===== config.mk =====
export PLATFORM = sky130hd
export DESIGN_NAME = drum_mult_pipe
export DESIGN_NICKNAME = d
export VERILOG_FILES = /design/src/rtl/drum_mult_pipe.sv
export SDC_FILE = /design/constraint.sdc
export NUM_CORES = 1
export LEC_CHECK = 0
export BUFFER_PORTS_ARGS = -buffer_cell sky130_fd_sc_hd__buf_2
export CAP_MARGIN = 10
export CORE_UTILIZATION = 45
export CTS_CLUSTER_DIAMETER = 50
export DETAILED_ROUTE_END_ITERATION = 10
export PLACE_DENSITY = 0.66
export SYNTH_ARGS = -nofsm -noshare
export SYNTH_HDL_FRONTEND = slang
export SYNTH_SLANG_ARGS = --single-unit

===== constraint.sdc =====
create_clock -name clk -period 9.55 [get_ports clk]
set_clock_uncertainty 0.1 [all_clocks]
set_input_delay 0.4775 -clock clk [delete_from_list [all_inputs] [get_ports clk]]
set_output_delay 0.4775 -clock clk [all_outputs]
set_load 0.03 [all_outputs]

===== src/rtl/drum_mult_pipe.sv =====
// drum_mult_pipe: 3-stage pipelined DRUM unsigned multiplier with valid/ready flow control.
// Define DRUM_EXACT_EN to add the exact_i port and a per-pair full-width exact mode.
module drum_mult_pipe #(
    parameter int WIDTH = 16,
    parameter int K     = 5
) (
    input  logic                 clk,
    input  logic                 rst_n,
    input  logic                 in_valid,
    output logic                 in_ready,
    input  logic [WIDTH-1:0]     a,
    input  logic [WIDTH-1:0]     b,
`ifdef DRUM_EXACT_EN
    input  logic                 exact_i,
`endif
    output logic                 out_valid,
    input  logic                 out_ready,
    output logic [2*WIDTH-1:0]   r
);
    localparam int LW = $clog2(WIDTH);
`ifdef DRUM_EXACT_EN
    localparam int MW = WIDTH;
`else
    localparam int MW = K;
`endif

    if (WIDTH < 4 || WIDTH > 32 || K < 3 || K > WIDTH) begin : g_bad_param
        $error("drum_mult_pipe: illegal WIDTH/K");
    end

    function automatic logic [LW-1:0] lead(input logic [WIDTH-1:0] x);
        lead = '0;
        for (int i = 0; i < WIDTH; i++)
            if (x[i]) lead = LW'(i);
    endfunction

    logic [LW-1:0] la, lb, pa, pb, pa_n, pb_n, pa1, pb1;
    logic [K-1:0]  wa, wb;
    logic [MW-1:0] wa_n, wb_n, wa1, wb1;
    logic [2*MW-1:0] t2;
    logic [LW:0]   s2;
    logic          v1, v2, v3, en1, en2, en3;

    // Window starts at the leading one; its LSB is forced to 1 to unbias truncation.
    always_comb begin
        la = lead(a);
        lb = lead(b);
        pa = int'(la) >= K ? LW'(int'(la) - K + 1) : '0;
        pb = int'(lb) >= K ? LW'(int'(lb) - K + 1) : '0;
        wa = int'(la) >= K ? K'(a >> pa) | K'(1) : a[K-1:0];
        wb = int'(lb) >= K ? K'(b >> pb) | K'(1) : b[K-1:0];
`ifdef DRUM_EXACT_EN
        wa_n = exact_i ? a : MW'(wa);
        wb_n = exact_i ? b : MW'(wb);
        pa_n = exact_i ? '0 : pa;
        pb_n = exact_i ? '0 : pb;
`else
        wa_n = wa;
        wb_n = wb;
        pa_n = pa;
        pb_n = pb;
`endif
    end

    assign en3       = !v3 | out_ready;
    assign en2       = !v2 | en3;
    assign en1       = !v1 | en2;
    assign in_ready  = en1;
    assign out_valid = v3;

    always_ff @(posedge clk or negedge rst_n) begin
        if (!rst_n) begin
            {v1, v2, v3} <= '0;
            {wa1, wb1, pa1, pb1} <= '0;
            {t2, s2} <= '0;
            r <= '0;
        end else begin
            if (en1) begin
                v1 <= in_valid;
                if (in_valid) {wa1, wb1, pa1, pb1} <= {wa_n, wb_n, pa_n, pb_n};
            end
            if (en2) begin
                v2 <= v1;
                if (v1) begin
                    t2 <= (2*MW)'(wa1) * (2*MW)'(wb1);
                    s2 <= (LW+1)'(pa1) + (LW+1)'(pb1);
                end
            end
            if (en3) begin
                v3 <= v2;
                if (v2) r <= (2*WIDTH)'(t2) << s2;
            end
        end
    end
endmodule


**Yosys cells after proc, flatten, opt, wreduce, memory -nomap -nowiden**

Index checks and enable logic that the tools add are counted.

- Output and inout bits: 34
- Logic and storage cells: 64
- Register bits: 68
- Bits of input ports: 36

- $mul: 1
- Bitwise gates (word level): 3
- Magnitude comparators: 2
- Reduce and logical (&&, ||, !) cells: 6
- Add/subtract/negate cells: 5
- Shift operators: 3
- Mux-type cells: 34

Operator list:

| operator | number |
|---|---|
| two-way mux 4 bit | 27 |
| << shifter 10 x 5 -> 32 bit | 1 |
| >> shifter 16 x 4 -> 5 bit | 2 |
| multiplier 5 x 5 -> 10 bit | 1 |
| two-way mux 5 bit | 2 |
| adder 4 x 2 -> 4 bit, second input constant | 2 |
| >= comparator 4 x 3 -> 1 bit, second input constant | 2 |
| subtractor 4 x 3 -> 4 bit, second input constant | 2 |
| AND reduction 2 bit | 3 |
| adder 4 x 4 -> 5 bit | 1 |
| two-way mux 2 bit | 2 |
| logical NOT 1 bit | 3 |
| two-way mux 3 bit | 1 |
| OR 1 bit | 3 |
| two-way mux 1 bit | 2 |

**Longest topological paths before layout**

Gate-level depths: netlist of the first run.

- Depth in word-level cells: 20
- Depth in mapped cells: 15
- Gate-level depth less buffers: 15

**Worst setup path after synthesis of the first run**

OpenSTA, ideal clock, no wires.

- Path type: flip-flop to flip-flop
- Start point: reg wb1[4]
- End point: reg t2[9]
- Setup time: 132 ps
- Path buffers: 0
- Slack: 6045 ps
- Clock period less this slack: 3505 ps
- Required time: 9318 ps
- Arrival: 3273 ps
- Stages on the path, launching flop included: 14
- Cell sequence: dfrtp_1 nand2_1 fa_1 fa_1 fa_1 inv_1 ha_1 a21oi_1 o21bai_1 a21oi_1 o21bai_1 a21oi_1 xor2_1 o21ai_0

- Word-level cells in the longest chain between the ends: 1

Ends and longest elaborated chain:

| what | RTL line | RTL |
|---|---|---|
| from (decl) | 39 | `logic [MW-1:0] wa_n, wb_n, wa1, wb1;` |
| from (signal assigned) | 80 | `if (in_valid) {wa1, wb1, pa1, pb1} <= {wa_n, wb_n, pa_n, pb_n};` |
| multiplier 5 x 5 -> 10 bit | 85 | `t2 <= (2*MW)'(wa1) * (2*MW)'(wb1);` |
| to (signal assigned) | 85 |  |
| to (decl) | 40 | `logic [2*MW-1:0] t2;` |

No other way between the ends.
A chain may end at the register's enable or synchronous reset.

**Worst setup path after layout of the first run**

- Start point: reg wa1[0]
- End point: reg t2[9]

- Word-level cells in the longest chain between the ends: 1

Ends and longest elaborated chain:

| what | RTL line |
|---|---|
| from (decl) | 39 |
| from (signal assigned) | 80 |
| multiplier 5 x 5 -> 10 bit | 85 |

No other way between the ends.

==> results by group, run 1 <==
Power and ir drop
  – Clock network fraction of design power: 0.174
  – Max VDD drop: 132 uV
  – Switching Fraction: 0.447
  – Sw power: 665 uW
  – Part of the power in combinational logic: 0.511
  – Cell Int Power: 823 uW
  – Sequential power share: 0.315
  – Leakage Power: 0.00266 uW
  – P per Cell Area: 267 nW/um^2

Clock tree
  – CTS tree: done
  – Num CTS Buffers: 9
  – Postcts setup bufs: 0
  – Hold-fix buffers at CTS: 0
  – Root buf cell: clkbuf_8
  – Clk_lat worst skew: 0.35 ns
  – Clock sink count: 68
  – CTS H-tree depth: 3
  – Post-cts sizing count: 0
  – CTS Buffer Depth: 2
  – Reg clk slew, reported paths: 0.07 ns

Place
  – Placer Congestion: 0.922
  – Dpl hpwl: 8780 um
  – Placed Cells: 758
  – Pre-CTS setup slack: 5.80 ns
  – Port-buffer cells: 69

Floorplanning
  – FP Rows: 37
  – Initial Util: 0.471
  – Die area: 11400 um^2
  – Die Span Y: 107 um
  – Die width: 107 um
  – Core Area: 10500 um^2
  – I/O pin cnt: 70

Timing
  – Max Fclk: 0.267 GHz
  – Setup slack after layout: 5.80 ns
  – Final Hold Fails: 0
  – Final Critical Period: 3.75 ns
  – Fin crit share: 0.392
  – Post-route setup TNS: 0 ns
  – Max Slew Vio Count: 0
  – Rel. slew slack: 0.397
  – RSZ-0062 raised after global routing: no
  – # setup viols final: 0
  – Slew @ Worst Pin: 0.898 ns
  – Worst Hold Margin: 0.223 ns

Critical path
  – Critical Path End Type: register
  – Slowest stage delay, CP: 0.54 ns
  – CP max-delay cell: fa_1
  – Class of the most critical setup path: register to register
  – Crit path arrival time: 3.84 ns
  – CP max FO: 6
  – Crit path cell chain: nand2_1 > fa_1 > fa_1 > fa_1 > inv_1 > ha_1 > a21oi_1 > o21bai_1 > a21oi_1 > o21bai_1 > a21oi_1 > xor2_1 > o21ai_0
  – Startpoint class of the critical path: register
  – Critical Path RT: 9.64 ns

Yosys
  – Ys Warns: 0
  – Ys flop type: dfrtp_1
  – Adder-cell area share of the yosys netlist: 0.0965
  – Top cell type by total area after synthesis: dfrtp_1
  – Synth unique cells: 69
  – Synthesized cell area: 4930 um^2
  – Synth Register Bits: 68
  – Ys async rst share: 1.00
  – Area share of the largest cell type after synthesis: 0.345
  – Post-synth net total: 643
  – Simple-Gate Fraction of Synth Area: 0.188
  – Syn Area/Cell: 8.57 um^2
  – Compound-Gate Fraction of Synth Area: 0.230
  – Main combinational cell family by area after synthesis: compound AO/OA/AOI/OAI gates
  – Seq/Total Area, Yosys: 0.345
  – Post-Synth XOR/XNOR Area: 0.0142
  – EDFF count, synth: 0
  – Mux share of post-synthesis cell area: 0.0818
  – Post-Synthesis Cells: 575
  – Ranking of synthesized cells by area: dfrtp_1, nand2_1, o21ai_0

Global route
  – Initial antenna violation count: 0
  – First-pass GRT wire length: 19700 um
  – Vias in the first global route: 4166
  – Largest net degree at the start of global routing: 69
  – Grt ovf: 0
  – Total GRT Usage: 0.216

Finish
  – Area Growth Syn to Fin: 13.2%
  – # diodes: 0
  – Finished Layout Cells: 774
  – Nets: 701
  – Fillers: 1025
  – Fraction of layout cells with a size suffix above 1: 0.172

Worst hold path
  – HP Class: input port to async pin

Routing
  – Final WL: 11400 um
  – Highest metal used: met4
  – Routed wl met2: 5650 um
  – Final antenna-violating net count: 0
  – Drt pass-1 iters: 5
  – M1 WL: 5110 um
  – WL met3: 356 um
  – DRT iter0 DRCs: 195
  – DR vias/cell: 5.59
  – DR WL/cell: 14.8 um
  – DRC Markers: 0
  – Vias: 4325

Run
  – Max-cap violations: 0

Status
  – Outcome: finished clean
[registers in the layout (all words and copies together) (netlist names)]
signal     cells
v1             1
s2             5
v2             1
t2            10
pb1            4
pa1            4
out_valid      1
r             32
wb1            5
wa1            5
[metal layers]
layer / global-route usage / vias up
met5: 0 / -
met4: 0.0871 / 0
li1: - / 2164
met2: 0.370 / 96
met1: 0.275 / 2042
met3: 0.0310 / 23
[Yosys cell counts (6+ instances only)]
library cell and n:
o21ai_0 61, ha_1 22, o21bai_1 6, mux2i_1 29, a21o_1 6, mux2_2 8, nor2b_1 7, nor2_1 42
clkbuf_1 22, fa_1 10, nand2b_1 10, and2_1 17, a21oi_1 29, inv_1 28, dfrtp_1 68, nand3_1 6
o31ai_1 6, nand2_1 101
[layout make-up]
class	count	area [um^2]	area share
tap	136	170	0.0305
inverter	30	113	0.0202
timing repair buffer	72	368	0.0660
multi-input combinational	452	3010	0.539
clock buffer	10	128	0.0229
clock inverter	6	88.8	0.0159
sequential	68	1700	0.305
[worst max-delay path, delay by kind of cell, from the launching register on]
family	cells	cell delay [ns]
buffers and inverters	1	0.05
XOR/XNOR	1	0.15
adder cells (fa/ha/maj)	4	1.90
flip-flops	1	0.42
AND/OR/NAND/NOR	1	0.10
AO/OA/AOI/OAI	6	0.87
[per-stage QoR]
step           instance area [um^2]  utilization  total power [uW]
2_1_floorplan                  4930            -              1040
3_3_place_gp                   5360        0.512              1220
3_5_place_dp                   5360        0.512              1240
4_1_cts                        5580        0.533              1500
5_1_grt                        5580        0.533              1620
6_report                       5580        0.533              1490
[cells in the final DEF, fill, tap and decap left out, types with 3 or more instances in the layout]
cell type and count:
nor2_1 42, nand2_1 101, buf_4 3, ha_1 22
a21oi_1 29, o32a_1 3, a211oi_1 3, nand3_1 6
mux2i_1 29, fa_1 10, nor4_1 5, o21ai_0 61
a22o_1 5, a22oi_1 3, dfrtp_1 68, xor2_1 4
nand2b_1 10, inv_1 28, a21o_1 6, o21bai_1 6
a221oi_1 3, and2_1 17, or4_1 3, a31oi_1 5
nor2b_1 7, a32oi_1 3, clkbuf_8 9, or3_1 3
o31ai_1 6, nor3_1 5, mux2_2 8, xnor2_1 4
buf_2 69
[power groups by stage]
| stage | registers [uW] | logic [uW] | clock network [uW] |
|---|---|---|---|
| after floorplan | 540 | 496 | 0 |
| after global placement | 468 | 752 | 0 |
| after detailed placement | 475 | 763 | 0 |
| after CTS | 469 | 769 | 264 |
| after global routing | 484 | 859 | 278 |
| final | 468 | 761 | 259 |
[path summary, 6_finish.rpt]
check,start,slack [ns],cells past startpoint,end
setup / recovery,wa1[0],5.80,13,t2[9]
hold / removal,rst_n,0.22,2,r[17]
setup reg to reg,wa1[0],5.80,13,t2[9]
hold reg to reg,r[22],0.38,2,r[22]
max in group asynchronous,rst_n,8.59,2,wa1[1]
min in group clk,in_valid,0.24,2,v1
[cell families (layout without fill, tap and decap cells)]
kind of cell / after synthesis / count (layout)
AOI/OAI and AO/OA: 168 / 168
xor gates and xnor gates: 8 / 8
adders and majority gates: 32 / 32
buffers and inverters: 55 / 118
DFF: 68 / 68
muxes: 38 / 38
and+or+nand+nor: 206 / 206
Note: power is estimated with default switching activity, not from simulation.
==> inputs of run 2 (changes only) <==
==> constraint.sdc (replaced) <==
create_clock -name clk -period 3.8 [get_ports clk]
set_clock_uncertainty 0.1 [all_clocks]
set_input_delay 0.19 -clock clk [delete_from_list [all_inputs] [get_ports clk]]
set_output_delay 0.19 -clock clk [all_outputs]
set_load 0.03 [all_outputs]
==> run 2 against run 1 <==
  * Final area up 1.5%
  * Count of clock-buffer cells in the layout is the same
  * Sequential share of layout area fell by 0.42 points
  * Clock power increased to 2.6 times the previous value
==> results by group, run 2 (same netlist as run 1, synthesis figures left out) <==
Status
  – Outcome: finished clean

Global route
  – Grt ovf: 0 (unchanged)
  – Largest net degree at the start of global routing: 38 (-45%)
  – Vias in the first global route: 4260 (+2.3%)
  – Initial antenna violation count: 0 (unchanged)
  – First-pass GRT wire length: 19900 um (+1.1%)
  – Total GRT Usage: 0.218 (+0.00140)

Clock tree
  – Num CTS Buffers: 9 (unchanged)
  – Root buf cell: clkbuf_8
  – CTS tree: done
  – CTS H-tree depth: 3 (unchanged)
  – Clock sink count: 68 (unchanged)
  – Reg clk slew, reported paths: 0.07 ns (about the same)
  – Clk_lat worst skew: 0.34 ns (about the same)
  – CTS Buffer Depth: 2 (unchanged)

Routing
  – DR vias/cell: 5.55 (-0.62%)
  – DRT iter0 DRCs: 168 (-14%)
  – Drt pass-1 iters: 5 (unchanged)
  – DR WL/cell: 14.9 um (+1.1%)
  – Vias: 4337 (+0.28%)
  – Final antenna-violating net count: 0 (unchanged)
  – Final WL: 11700 um (+2.0%)
  – DRC Markers: 0 (unchanged)

Timing
  – Final Critical Period: 3.64 ns (-0.110 ns)
  – RSZ-0062 raised after global routing: no
  – Rel. slew slack: 0.418 (+0.0209)
  – Worst Hold Margin: 0.0358 ns (-0.187 ns)
  – Max Slew Vio Count: 0 (unchanged)
  – Post-route setup TNS: 0 ns (unchanged)
  – Fin crit share: 0.957 (+0.564)
  – Final Hold Fails: 0 (unchanged)
  – Max Fclk: 0.275 GHz (+3.0%)
  – Slew @ Worst Pin: 0.871 ns (-0.0273 ns)
  – # setup viols final: 0 (unchanged)

Critical path
  – Buf+Inv Stages, Crit Path: 1 (unchanged)
  – Crit-path most repeated cell: fa_1
  – Critical Path End Type: register
  – CP max-delay cell: fa_1
  – Class of the most critical setup path: register to register
  – Critical Path RT: 3.89 ns (-5.75 ns)
  – Crit path cell chain: nand2_1 > fa_1 > fa_1 > fa_1 > inv_1 > ha_1 > a21oi_2 > o21bai_1 > a21oi_2 > o21bai_1 > a21oi_1 > xor2_1 > o21ai_0
  – Startpoint class of the critical path: register
  – CP max FO: 5 (-1)
  – Crit path arrival time: 3.72 ns (-0.12 ns)
  – Slowest stage delay, CP: 0.54 ns (about the same)
  – Cell family with most CP delay: adder cells

Power and ir drop
  – Max VDD drop: 299 uV (+130%)
  – Overall Power: 3800 uW (+160%)
  – P per Cell Area: 672 nW/um^2 (+150%)
  – Leakage Power: 0.00270 uW (+1.6%)

Finish
  – Area Growth Syn to Fin: 14.9%
  – Top reg by flops: r
  – Commonest non-fill, non-tap cell in the layout: nand2_1
  – # diodes: 0 (unchanged)
  – Largest regs: r: 32 flops, t2: 10 flops
  – Fraction of layout cells with a size suffix above 1: 0.183 (+0.0105)
  – Most frequent cells in the layout: nand2_1, buf_2, dfrtp_1
  – Max FFs per register: 32 (unchanged)
  – Nets: 709 (+1.1%)

Floorplanning
  – FP Rows: 37 (unchanged)
  – I/O pin cnt: 70 (unchanged)
  – Die width: 107 um (unchanged)
  – Die area: 11400 um^2 (unchanged)
  – Die Span Y: 107 um (unchanged)
  – Core Area: 10500 um^2 (unchanged)
  – Initial Util: 0.471 (unchanged)

Place
  – Placer Congestion: 0.916 (-0.70%)
  – Port-buffer cells: 69 (unchanged)
  – Dpl hpwl: 9050 um (+3.0%)

Run
  – Max-cap violations: 0 (unchanged)

Worst hold path
  – HP Class: input port to register
run 2: per-stage QoR:
step / cell area, um^2 / setup WS (ns) / utilization / std cells
6_report: 5660 / 0.165 / 0.541 / 781
4_1_cts: 5620 / 0.0169 / 0.537 / 777
3_3_place_gp: 5370 / 0.171 / 0.513 / 759
3_5_place_dp: 5370 / 0.0318 / 0.513 / 759
2_1_floorplan: 4930 / 0.295 / - / 575
5_1_grt: 5660 / 0.00471 / 0.541 / 781
run 2: power breakdown:
group          switching [uW]  internal, uW
logic                    1200           766
registers                 225           952
clock network             276           387
total                    1700          2100
run 2: final cells by class:
type / instances / area, um^2
multi-input cells: 452 / 3020
flip-flops and latches: 68 / 1700
inverters: 30 / 113
clock buffers: 10 / 138
fillers: 1029 / 4800
clock inverters: 5 / 85.1
repair buffers: 80 / 435
well taps: 136 / 170
run 2: path summary, 6_finish.rpt:
kind / from / to / slack [ns] / depth (start not counted)
setup / recovery: wb1[4] / t2[9] / 0.16 / 13
hold / removal: a[0] / wa1[0] / 0.04 / 3
setup reg to reg: wb1[4] / t2[9] / 0.16 / 13
hold reg to reg: r[3] / r[3] / 0.37 / 2
max in group asynchronous: rst_n / wb1[2] / 2.27 / 3
min in group asynchronous: rst_n / r[24] / 0.39 / 2
run 2: tightest hold or removal path, stage by stage:
cell and delay, ns:
buf_2 0.08, nor2_1 0.04, a21oi_1 0.12
run 2: per-layer routing:
metal  GRT usage  wire [um]  share of wire  vias up
li1            -          -              -     2168
met1       0.273       5000           0.43     2032
met2       0.388       5970           0.51      121
met3      0.0304        488          0.042       16
met4      0.0616        196          0.017        0
met5           0          0              0        -
run 2: repair_timing:
| item | CTS | global route |
|---|---|---|
| setup endpoints to repair | 0 | 1 |
| setup buffers | 0 | 4 |
| hold buffers | 3 | 0 |
| hold endpoints to repair | 38 | 0 |
| resized for setup | 0 | 3 |
==> inputs of run 3 (changes only) <==
--- a/config.mk
+++ b/config.mk
@@ -5,7 +5,7 @@
 export SDC_FILE = /design/constraint.sdc
 export NUM_CORES = 1
 export LEC_CHECK = 0
-export BUFFER_PORTS_ARGS = -buffer_cell sky130_fd_sc_hd__buf_2
+export BUFFER_PORTS_ARGS = -buffer_cell sky130_fd_sc_hd__buf_4
 export CAP_MARGIN = 10
 export CORE_UTILIZATION = 45
 export CTS_CLUSTER_DIAMETER = 50
==> constraint.sdc (replaced) <==
create_clock -name clk -period 4.1 [get_ports clk]
set_clock_uncertainty 0.1 [all_clocks]
set_input_delay 0.205 -clock clk [delete_from_list [all_inputs] [get_ports clk]]
set_output_delay 0.205 -clock clk [all_outputs]
set_load 0.03 [all_outputs]
==> run 3 against run 2 <==
  * Die area is the same
  * Total power shrank 8.2%
  * Register-to-register slack better by 0.16 ns
  * Maximum frequency down 3.7%
  * Sequential power fell by 7%
  * Critical path depth stayed put
  * Cell count decreased by 0.90%
  * Sequential share of layout area fell by 0.44 points
  * Clock power down 18%
==> results by group, run 3 (same netlist as run 1, synthesis figures left out) <==
Clock tree
  – CTS Buffer Depth: 2 (unchanged)
  – Hold-fix buffers at CTS: 3 (unchanged)
  – Clock sink count: 68 (unchanged)
  – Post-cts sizing count: 0 (unchanged)
  – Clk_lat worst skew: 0.36 ns (+0.02 ns)
  – Postcts setup bufs: 0 (unchanged)
  – CTS tree: done
  – CTS H-tree depth: 3 (unchanged)
  – Root buf cell: clkbuf_8
  – Reg clk slew, reported paths: 0.07 ns (about the same)
  – Num CTS Buffers: 9 (unchanged)

Critical path
  – Critical R2R Capture: t2[9]
  – Buf+Inv Stages, Crit Path: 1 (unchanged)
  – CP max-delay cell: fa_1
  – R2r worst-path depth: 13 (unchanged)
  – Reg2reg setup slack: 0.32 ns (+0.16 ns)
  – Critical path depth: 13 (unchanged)
  – Setup crit start: wb1[4]
  – Cell family with most CP delay: adder cells
  – CP max FO: 6 (+1)
  – Critical Path RT: 4.20 ns (+0.31 ns)
  – Reg2reg start: wb1[4]
  – Class of the most critical setup path: register to register
  – Crit path arrival time: 3.88 ns (+0.16 ns)
  – Startpoint class of the critical path: register
  – Critical Path End Type: register
  – Crit path cell chain: nand2_1 > fa_1 > fa_1 > fa_1 > inv_1 > ha_1 > a21oi_1 > o21bai_1 > a21oi_1 > o21bai_1 > a21oi_1 > xor2_1 > o21ai_0
  – Slowest stage delay, CP: 0.54 ns (about the same)

Finish
  – # diodes: 0 (unchanged)
  – Nets: 702 (-0.99%)
  – Max FFs per register: 32 (unchanged)
  – Commonest non-fill, non-tap cell in the layout: nand2_1
  – Area Growth Syn to Fin: 16.5%
  – Final design utilization: 0.549 (+0.00765)
  – Top reg by flops: r
  – Finished Layout Cells: 774 (-0.90%)
  – Most frequent cells in the layout: nand2_1, buf_4, dfrtp_1
  – Largest regs: r: 32 flops, t2: 10 flops
  – Fraction of layout cells with a size suffix above 1: 0.168 (-0.0152)

Worst hold path
  – Worst Min Path Start: out_ready
  – WHS Path Cells: 4 (+1)
  – HP Class: input port to register
  – WHS Endpoint: v2

Floorplanning
  – Die area: 11400 um^2 (unchanged)
  – FP Rows: 37 (unchanged)
  – Die width: 107 um (unchanged)
  – I/O pin cnt: 70 (unchanged)
  – Initial Util: 0.471 (unchanged)
  – Die Span Y: 107 um (unchanged)
  – Core Area: 10500 um^2 (unchanged)

Routing
  – DRT iter0 DRCs: 175 (+4.2%)
  – Final WL: 11400 um (-2.1%)
  – DRC Markers: 0 (unchanged)
  – DR WL/cell: 14.7 um (-1.2%)
  – DR vias/cell: 5.57 (+0.32%)
  – Drt pass-1 iters: 5 (unchanged)
  – Vias: 4312 (-0.58%)
  – Final antenna-violating net count: 0 (unchanged)

Timing
  – # setup viols final: 0 (unchanged)
  – Final Hold Fails: 0 (unchanged)
  – RSZ-0062 raised after global routing: no
  – Slew @ Worst Pin: 1.14 ns (+0.274 ns)
  – Post-route setup TNS: 0 ns (unchanged)
  – Max Slew Vio Count: 0 (unchanged)
  – Setup slack after layout: 0.323 ns (+0.159 ns)
  – Final Critical Period: 3.78 ns (+0.141 ns)
  – Fin crit share: 0.921 (-0.0355)
  – Rel. slew slack: 0.230 (-0.189)
  – Max Fclk: 0.265 GHz (-3.7%)

Global route
  – Initial antenna violation count: 0 (unchanged)
  – Total GRT Usage: 0.211 (-0.00678)
  – Vias in the first global route: 3952 (-7.2%)
  – Largest net degree at the start of global routing: 69 (+82%)
  – First-pass GRT wire length: 19100 um (-4.0%)
  – Grt ovf: 0 (unchanged)

Place
  – Port-buffer cells: 69 (unchanged)
  – Pre-CTS setup slack: 0.294 ns (+0.262 ns)
  – Dpl hpwl: 8940 um (-1.2%)
  – Placed Cells: 756 (-0.40%)
  – Placer Congestion: 0.892 (-2.6%)

Power and ir drop
  – Leakage Power: 0.00269 uW (-0.52%)
  – Max VDD drop: 330 uV (+10%)
  – P per Cell Area: 608 nW/um^2 (-9.5%)
  – Overall Power: 3490 uW (-8.2%)

Run
  – Max-cap violations: 0 (unchanged)

Status
  – Outcome: finished clean
-- run 3: cell types whose count changed in the layout (fill, tap and decap cells not counted), sizes merged --
cell,change
inv,-1
buf,-7
clkinvlp,+1
bufinv,-1
clkbuf,+1
-- run 3: final cells by class --
class	count	area [um^2]
repair buffers	73	556
flip-flops and latches	68	1700
well taps	136	170
fillers	1003	4720
clock inverters	4	50.0
clock buffers	11	141
multi-input cells	452	3010
inverters	30	113
-- run 3: tightest hold or removal path, cell delays in order --
cell and delay [ns]:
buf_4 0.08, nor2b_1 0.05, nand2_1 0.07, nand2b_1 0.06
-- run 3: metal layers --
metal	track usage	wire length [um]	up-vias
met2	0.359	5700	101
li1	-	-	2158
met1	0.267	5060	2031
met4	0.0939	297	0
met3	0.0280	347	22
met5	0	0	-
-- run 3: how the worst max path moves through the flow --
stage | slack, ns | endpoint
after floorplan | 0.59 | t2[9]
after detailed placement | 0.29 | t2[9]
after CTS | 0.30 | t2[9]
final | 0.32 | t2[9]
after global routing | 0.07 | t2[9]
after global placement | 0.47 | t2[9]
-- run 3: through the flow --
step / hold WS [ns] / instance area [um^2]
final: 0.0440 / 5740
after global routing: 0.0525 / 5740
after CTS: 0.0429 / 5740
after detailed placement: 0.266 / 5520
after global placement: 0.261 / 5520
after floorplan: -0.191 / 4930
-- run 3: power breakdown --
part	switching [uW]	internal, uW
combinational	1080	772
sequential	215	883
clock	250	293
